$ cat src/rtl/cpu_pkg.sv
// Shared definitions for the CPU front end: fetch FSM states, opcode and
// constant instruction words, and the program-counter width.
package cpu_pkg;

  localparam int unsigned PC_W = 16;

  typedef enum logic [1:0] {
    BOOT,
    RUN,
    HALT
  } fetch_state_e;

  localparam logic [4:0]      OPC_STP  = 5'b11111;
  localparam logic [PC_W-1:0] NOP_WORD = 16'h0000;
  localparam logic [PC_W-1:0] STP_WORD = 16'hF800;

endpackage

$ cat src/rtl/fetch_unit_pc_reg.sv
// Program-counter register: asynchronous reset to RESET_VAL. When enabled, a
// load takes priority over an increment; with the enable low the value holds.
module pc_reg
  import cpu_pkg::*;
#(
  parameter logic [PC_W-1:0] RESET_VAL = '0
) (
  input  logic            clk,
  input  logic            reset,
  input  logic            en,
  input  logic            sload,
  input  logic            inc,
  input  logic [PC_W-1:0] load_val,
  output logic [PC_W-1:0] q
);

  always_ff @(posedge clk or posedge reset) begin
    if (reset) begin
      q <= RESET_VAL;
    end else if (en) begin
      if (sload) begin
        q <= load_val;
      end else if (inc) begin
        q <= q + 1'b1;
      end
    end
  end

endmodule

$ cat src/rtl/fetch_unit.sv
// PC / instruction-fetch stage with BOOT, RUN and HALT states.
// Optional retired-cycle counter is built when FETCH_PERF_CNT_EN is defined.
module fetch_unit
  import cpu_pkg::*;
#(
  parameter logic [PC_W-1:0] RESET_PC    = 16'h0000,
  parameter int unsigned     BOOT_CYCLES = 1
) (
  input  logic            clk,
  input  logic            reset,
  input  logic            stall,
  input  logic            cnt_en,
  input  logic            pc_sload,
  input  logic [PC_W-1:0] new_pc,
  input  logic [PC_W-1:0] dec_addr1,
  input  logic [PC_W-1:0] dec_addr2,
  input  logic [PC_W-1:0] mem_q1,
  input  logic [PC_W-1:0] mem_q2,
  output logic [PC_W-1:0] mem_addr1,
  output logic [PC_W-1:0] mem_addr2,
  output logic [PC_W-1:0] pc,
  output logic [PC_W-1:0] instr,
  output logic [PC_W-1:0] n_word,
  output logic            halted,
  output logic [31:0]     instr_count
);

  localparam logic [PC_W-1:0] RESET_PC_NEXT = RESET_PC + 1'b1;
  localparam logic [1:0]      BOOT_LAST     = 2'(BOOT_CYCLES - 1);

  fetch_state_e    state, state_next;
  logic [1:0]      boot_cnt;
  logic [PC_W-1:0] last_addr1, last_addr2;
  logic            boot_done;
  logic            run_go;
  logic            pc_en, pc_ld;
  logic [PC_W-1:0] pc_ld_val;

  assign boot_done = (state == BOOT) && (boot_cnt == BOOT_LAST);
  assign run_go    = (state == RUN) && !stall;

  always_comb begin
    state_next = state;
    mem_addr1  = last_addr1;
    mem_addr2  = last_addr2;
    instr      = mem_q1;
    n_word     = mem_q2;
    unique case (state)
      BOOT: begin
        mem_addr1 = RESET_PC;
        mem_addr2 = RESET_PC_NEXT;
        instr     = NOP_WORD;
        n_word    = NOP_WORD;
        if (boot_done) state_next = RUN;
      end
      RUN: begin
        if (!stall) begin
          mem_addr1 = dec_addr1;
          mem_addr2 = dec_addr2;
          if (mem_q1[15:11] == OPC_STP && !cnt_en && !pc_sload) state_next = HALT;
        end
      end
      HALT: begin
        instr  = STP_WORD;
        n_word = NOP_WORD;
      end
      default: state_next = BOOT;
    endcase
  end

  always_ff @(posedge clk or posedge reset) begin
    if (reset) begin
      state      <= BOOT;
      boot_cnt   <= '0;
      last_addr1 <= RESET_PC;
      last_addr2 <= RESET_PC_NEXT;
      halted     <= 1'b0;
    end else begin
      state  <= state_next;
      halted <= (state_next == HALT);
      if (state == BOOT) boot_cnt <= boot_cnt + 1'b1;
      if (run_go) begin
        last_addr1 <= dec_addr1;
        last_addr2 <= dec_addr2;
      end
    end
  end

  // Leaving BOOT reuses the load path to step the PC past the first word.
  assign pc_en     = boot_done || run_go;
  assign pc_ld     = (state == BOOT) || pc_sload;
  assign pc_ld_val = (state == BOOT) ? RESET_PC_NEXT : new_pc;

  pc_reg #(
    .RESET_VAL(RESET_PC)
  ) u_pc_reg (
    .clk     (clk),
    .reset   (reset),
    .en      (pc_en),
    .sload   (pc_ld),
    .inc     (cnt_en),
    .load_val(pc_ld_val),
    .q       (pc)
  );

`ifdef FETCH_PERF_CNT_EN
  always_ff @(posedge clk or posedge reset) begin
    if (reset) begin
      instr_count <= '0;
    end else if (run_go && instr_count != '1) begin
      instr_count <= instr_count + 1'b1;
    end
  end
`else
  assign instr_count = '0;
`endif

endmodule
$ cat config.mk
export PLATFORM = sky130hd
export DESIGN_NAME = fetch_unit
export DESIGN_NICKNAME = d
export VERILOG_FILES = /design/src/rtl/cpu_pkg.sv /design/src/rtl/fetch_unit_pc_reg.sv /design/src/rtl/fetch_unit.sv
export SDC_FILE = /design/constraint.sdc
export NUM_CORES = 1
export LEC_CHECK = 0
export BUFFER_PORTS_ARGS = -buffer_cell sky130_fd_sc_hd__buf_2
export CAP_MARGIN = 15
export CORE_MARGIN = 2
export CORE_UTILIZATION = 41
export DETAILED_ROUTE_END_ITERATION = 7
export GPL_TIMING_DRIVEN = 0
export HOLD_SLACK_MARGIN = 0.1
export PLACE_DENSITY = 0.77
export SETUP_SLACK_MARGIN = 0.02
export SLEW_MARGIN = 20
export SYNTH_ARGS = -nofsm -noshare
export SYNTH_HDL_FRONTEND = slang
export SYNTH_HIERARCHICAL = 1
export SYNTH_SLANG_ARGS = --single-unit
$ cat constraint.sdc
create_clock -name clk -period 2.12 [get_ports clk]
set_input_delay 0.424 -clock clk [delete_from_list [all_inputs] [get_ports clk]]
set_output_delay 0.424 -clock clk [all_outputs]
set_load 0.01 [all_outputs]
==> flow_metrics.tcl <==
set metrics [dict create \
    postRouteAntennaNets 0 \
    synth_flop_cell "dfrtp_1" \
    synth-simple-area-share_pct 21.9 \
    crit_fanout 10 \
    crit_path_end "mem_addr1[6]" \
    gr-total-overflow 0 \
    synth_cells 361 \
    ff2ff_setup_slack_ns 0.16 \
    tritoncts "built" \
    power_density_nw_per_um2 720 \
    hold_path.class "input port to flip-flop" \
    die_h_um 98.2 \
    synthAdderAreaFrac_pct 0.688 \
    first_pass_iters 4 \
    fin_crit_ns 2.06 \
    synth_edf_count 0 \
    hpwl_um 8280 \
    drt_iter0_drc 155 \
    cts.sinks 53 \
    cts.path.max_buffers 2 \
    yosys_warnings 6 \
    max_freq_mhz 485 \
    syn2layout_area_growth_pct 36.8 \
    initial_core_util_pct 41.9 \
    synth_cell_type_count 61 \
    netlist_area_um2 3630 \
    synth_top_family_by_area "simple AND/OR/NAND/NOR gates" \
    antenna_found_initial 0 \
    leakagePower_nw 2.60 \
    grt.total_usage_pct 21.2 \
    vdd_drop_max_mv 0.325 \
    grt_pass1_wl_um 16900 \
    synth_compound_area_share_pct 15.7 \
    path_clk_slew_ns 0.11 \
    drcViolationCount 0 \
    cp-start-kind "flip-flop" \
    most-common-layout-cells "170 x buf_2, 51 x dfrtp_1, 48 x buf_4" \
    tightest_slew_ns 0.704 \
    hold_ws_ns 0.349 \
    slowest_stage "dfrtp_2" \
    drv_cap 0 \
    final-hold-violation-count 0 \
    avgSynthCellArea_um2 10.1 \
    slew_violations 0 \
    final_common_cell "buf_2" \
    crit_type "flip-flop to output port" \
    synth_mux_area_share_pct 14.2 \
    io_buffers 165 \
    drive_above_1_share_pct 49.8 \
    fill_cells 783 \
    synthArstFlopShare_pct 100 \
    wire_per_inst_um 15.6 \
    required_ns 1.70 \
    diodes 0 \
    rsz0062_at_grt "yes" \
    io_pins 198 \
    outcome "complete, no violations" \
    cp-end-kind "output port" \
    viasPerCell 5.08 \
    num_vias 3463 \
    ys_seq_area_share_pct 36.5 \
    dieArea_um2 9630 \
    die-width_um 98.2 \
    ys_ff_latch 53 \
    cts_root_buf "clkbuf_8" \
    fin_nets 660 \
    gp_congestion 0.896 \
    reg2regPathDepth 8 \
    setup_ws_ns 0.0593 \
    cts_made_buffers 5 \
    worst_ep_arrival_time_ns 1.64 \
    maxSlewHeadroom_pct 53.0 \
    fin_util_pct 57.3 \
    num_rows 34 \
    fin_crit_sh_pct 97.2 \
    setup_viol 0 \
    clk_latency_ns 0.31 \
    fin_worst_skew_ns 0.00784 \
    grt_max_degree 24 \
    crit_path_start "state[1]" \
    worst_r2r_endpoint "u_pc_reg/q[13]" \
    grt_pass1_vias 3426 \
    r2r-start "state[0]" \
    synth-xor-area-share_pct 0.241 \
    cp_cell_sequence "nand2b_4 > nor2_8 > buf_4 > a22o_1 > buf_2" \
    critPathMaxStageDelay_ns 0.47 \
    core_um2 8680 \
    pre_cts_slack_ns -0.266 \
    routed_wl_um 10600 \
    htree_levels 2 \
]
==> where the power goes <==
part | internal [mW] | switching (mW) | leakage, nW
sequential | 1.23 | 0.242 | 0.619
clock | 0.272 | 0.364 | 0.0518
combinational | 0.730 | 0.746 | 1.93
total | 2.23 | 1.35 | 2.60
==> kinds of logic after synthesis <==
kind of cell	after synthesis
AND/OR/NAND/NOR	129
adder cells (fa/ha/maj)	2
flip-flops	53
AO/OA/AOI/OAI	77
XOR/XNOR	1
buffers and inverters	61
multiplexers	37
other	1
==> state kept, by name, indices dropped and copies added (netlist names) <==
name and cells:
last_addr1 16, last_addr2 16, u_pc_reg/q 16, boot_cnt 2, state 2, halted 1
==> worst min path at each step <==
stage                   startpoint        endpoint  slack, ns  depth (start not counted)
floorplan                    reset   u_pc_reg/q[0]       0.34                          1
global placement    last_addr1[15]  last_addr1[15]       0.49                          1
detailed placement           reset   last_addr2[4]       0.44                          2
CTS                  dec_addr1[14]  last_addr1[14]       0.34                          2
global route         dec_addr1[13]  last_addr1[13]       0.34                          2
finish                dec_addr1[9]   last_addr1[9]       0.35                          2
==> cell type report <==
| cell class | count | area (um2) | share of cell area (%) |
|---|---|---|---|
| plain buffers | 54 | 394 | 7.93 |
| clock inverters | 2 | 17.5 | 0.352 |
| clock buffers | 6 | 82.6 | 1.66 |
| repair buffers | 175 | 923 | 18.6 |
| well taps | 108 | 135 | 2.72 |
| flip-flops and latches | 53 | 1330 | 26.7 |
| multi-input cells | 278 | 2070 | 41.6 |
| inverters | 6 | 22.5 | 0.453 |
==> stage by stage <==
step	total power, mW	instances	TNS (ns)	instance area (um2)
floorplan	2.35	392	0	3750
global placement	2.85	665	-3.05	4710
detailed placement	2.91	666	-3.43	4740
CTS	3.58	676	0	4900
global route	3.80	682	-0.0237	4970
finish	3.58	682	0	4970
==> layer usage <==
metal / GRT usage, % / vias to the layer above / part of all wire [%]
li1: - / 1649 / -
met5: 0 / - / 0
met4: 7.80 / 0 / 2.5
met1: 25.9 / 1648 / 40
met2: 38.2 / 145 / 51
met3: 2.65 / 21 / 6.1
==> worst max-delay path: cells and delay by family (launching register included) <==
| kind | cells | cell delay, ns |
|---|---|---|
| AND/OR/NAND/NOR | 2 | 0.35 |
| buffers and inverters | 2 | 0.34 |
| flip-flops | 1 | 0.47 |
| AO/OA/AOI/OAI | 1 | 0.17 |
==> synthesized netlist by cell type (all sizes together) (2+ instances only) <==
library cell	number	area, um2
mux2i	4	40.0
nand3	10	55.1
a21o	2	16.3
a22o	31	272
clkbuf	5	18.8
a21oi	12	63.8
dfrtp	52	1300
o22ai	2	12.5
buf	50	348
mux2	33	477
o21a	2	15.0
nor2	11	60.1
nor4	7	50.1
nand4	4	40.0
o21ai	12	63.8
or2	2	12.5
a211oi	3	22.5
nand3b	2	15.0
nand2b	4	32.5
nor3	6	30.0
inv	6	22.5
ha	2	25.0
a31oi	3	18.8
and2	27	169
o31ai	2	15.0
nor2b	21	131
or4	2	22.5
and3	3	18.8
nand4b	2	32.5
o2bb2ai	2	17.5
nand2	23	86.3
==> what timing repair did <==
item                                    in CTS  in global routing
hold buffers                                 1                  0
resized for setup                           13                 10
endpoints found under the setup margin      52                 55
pin swaps                                    1                  3
hold endpoints to repair                    11                  0
setup buffers                                2                  6
(Power assumes the default switching activity.)
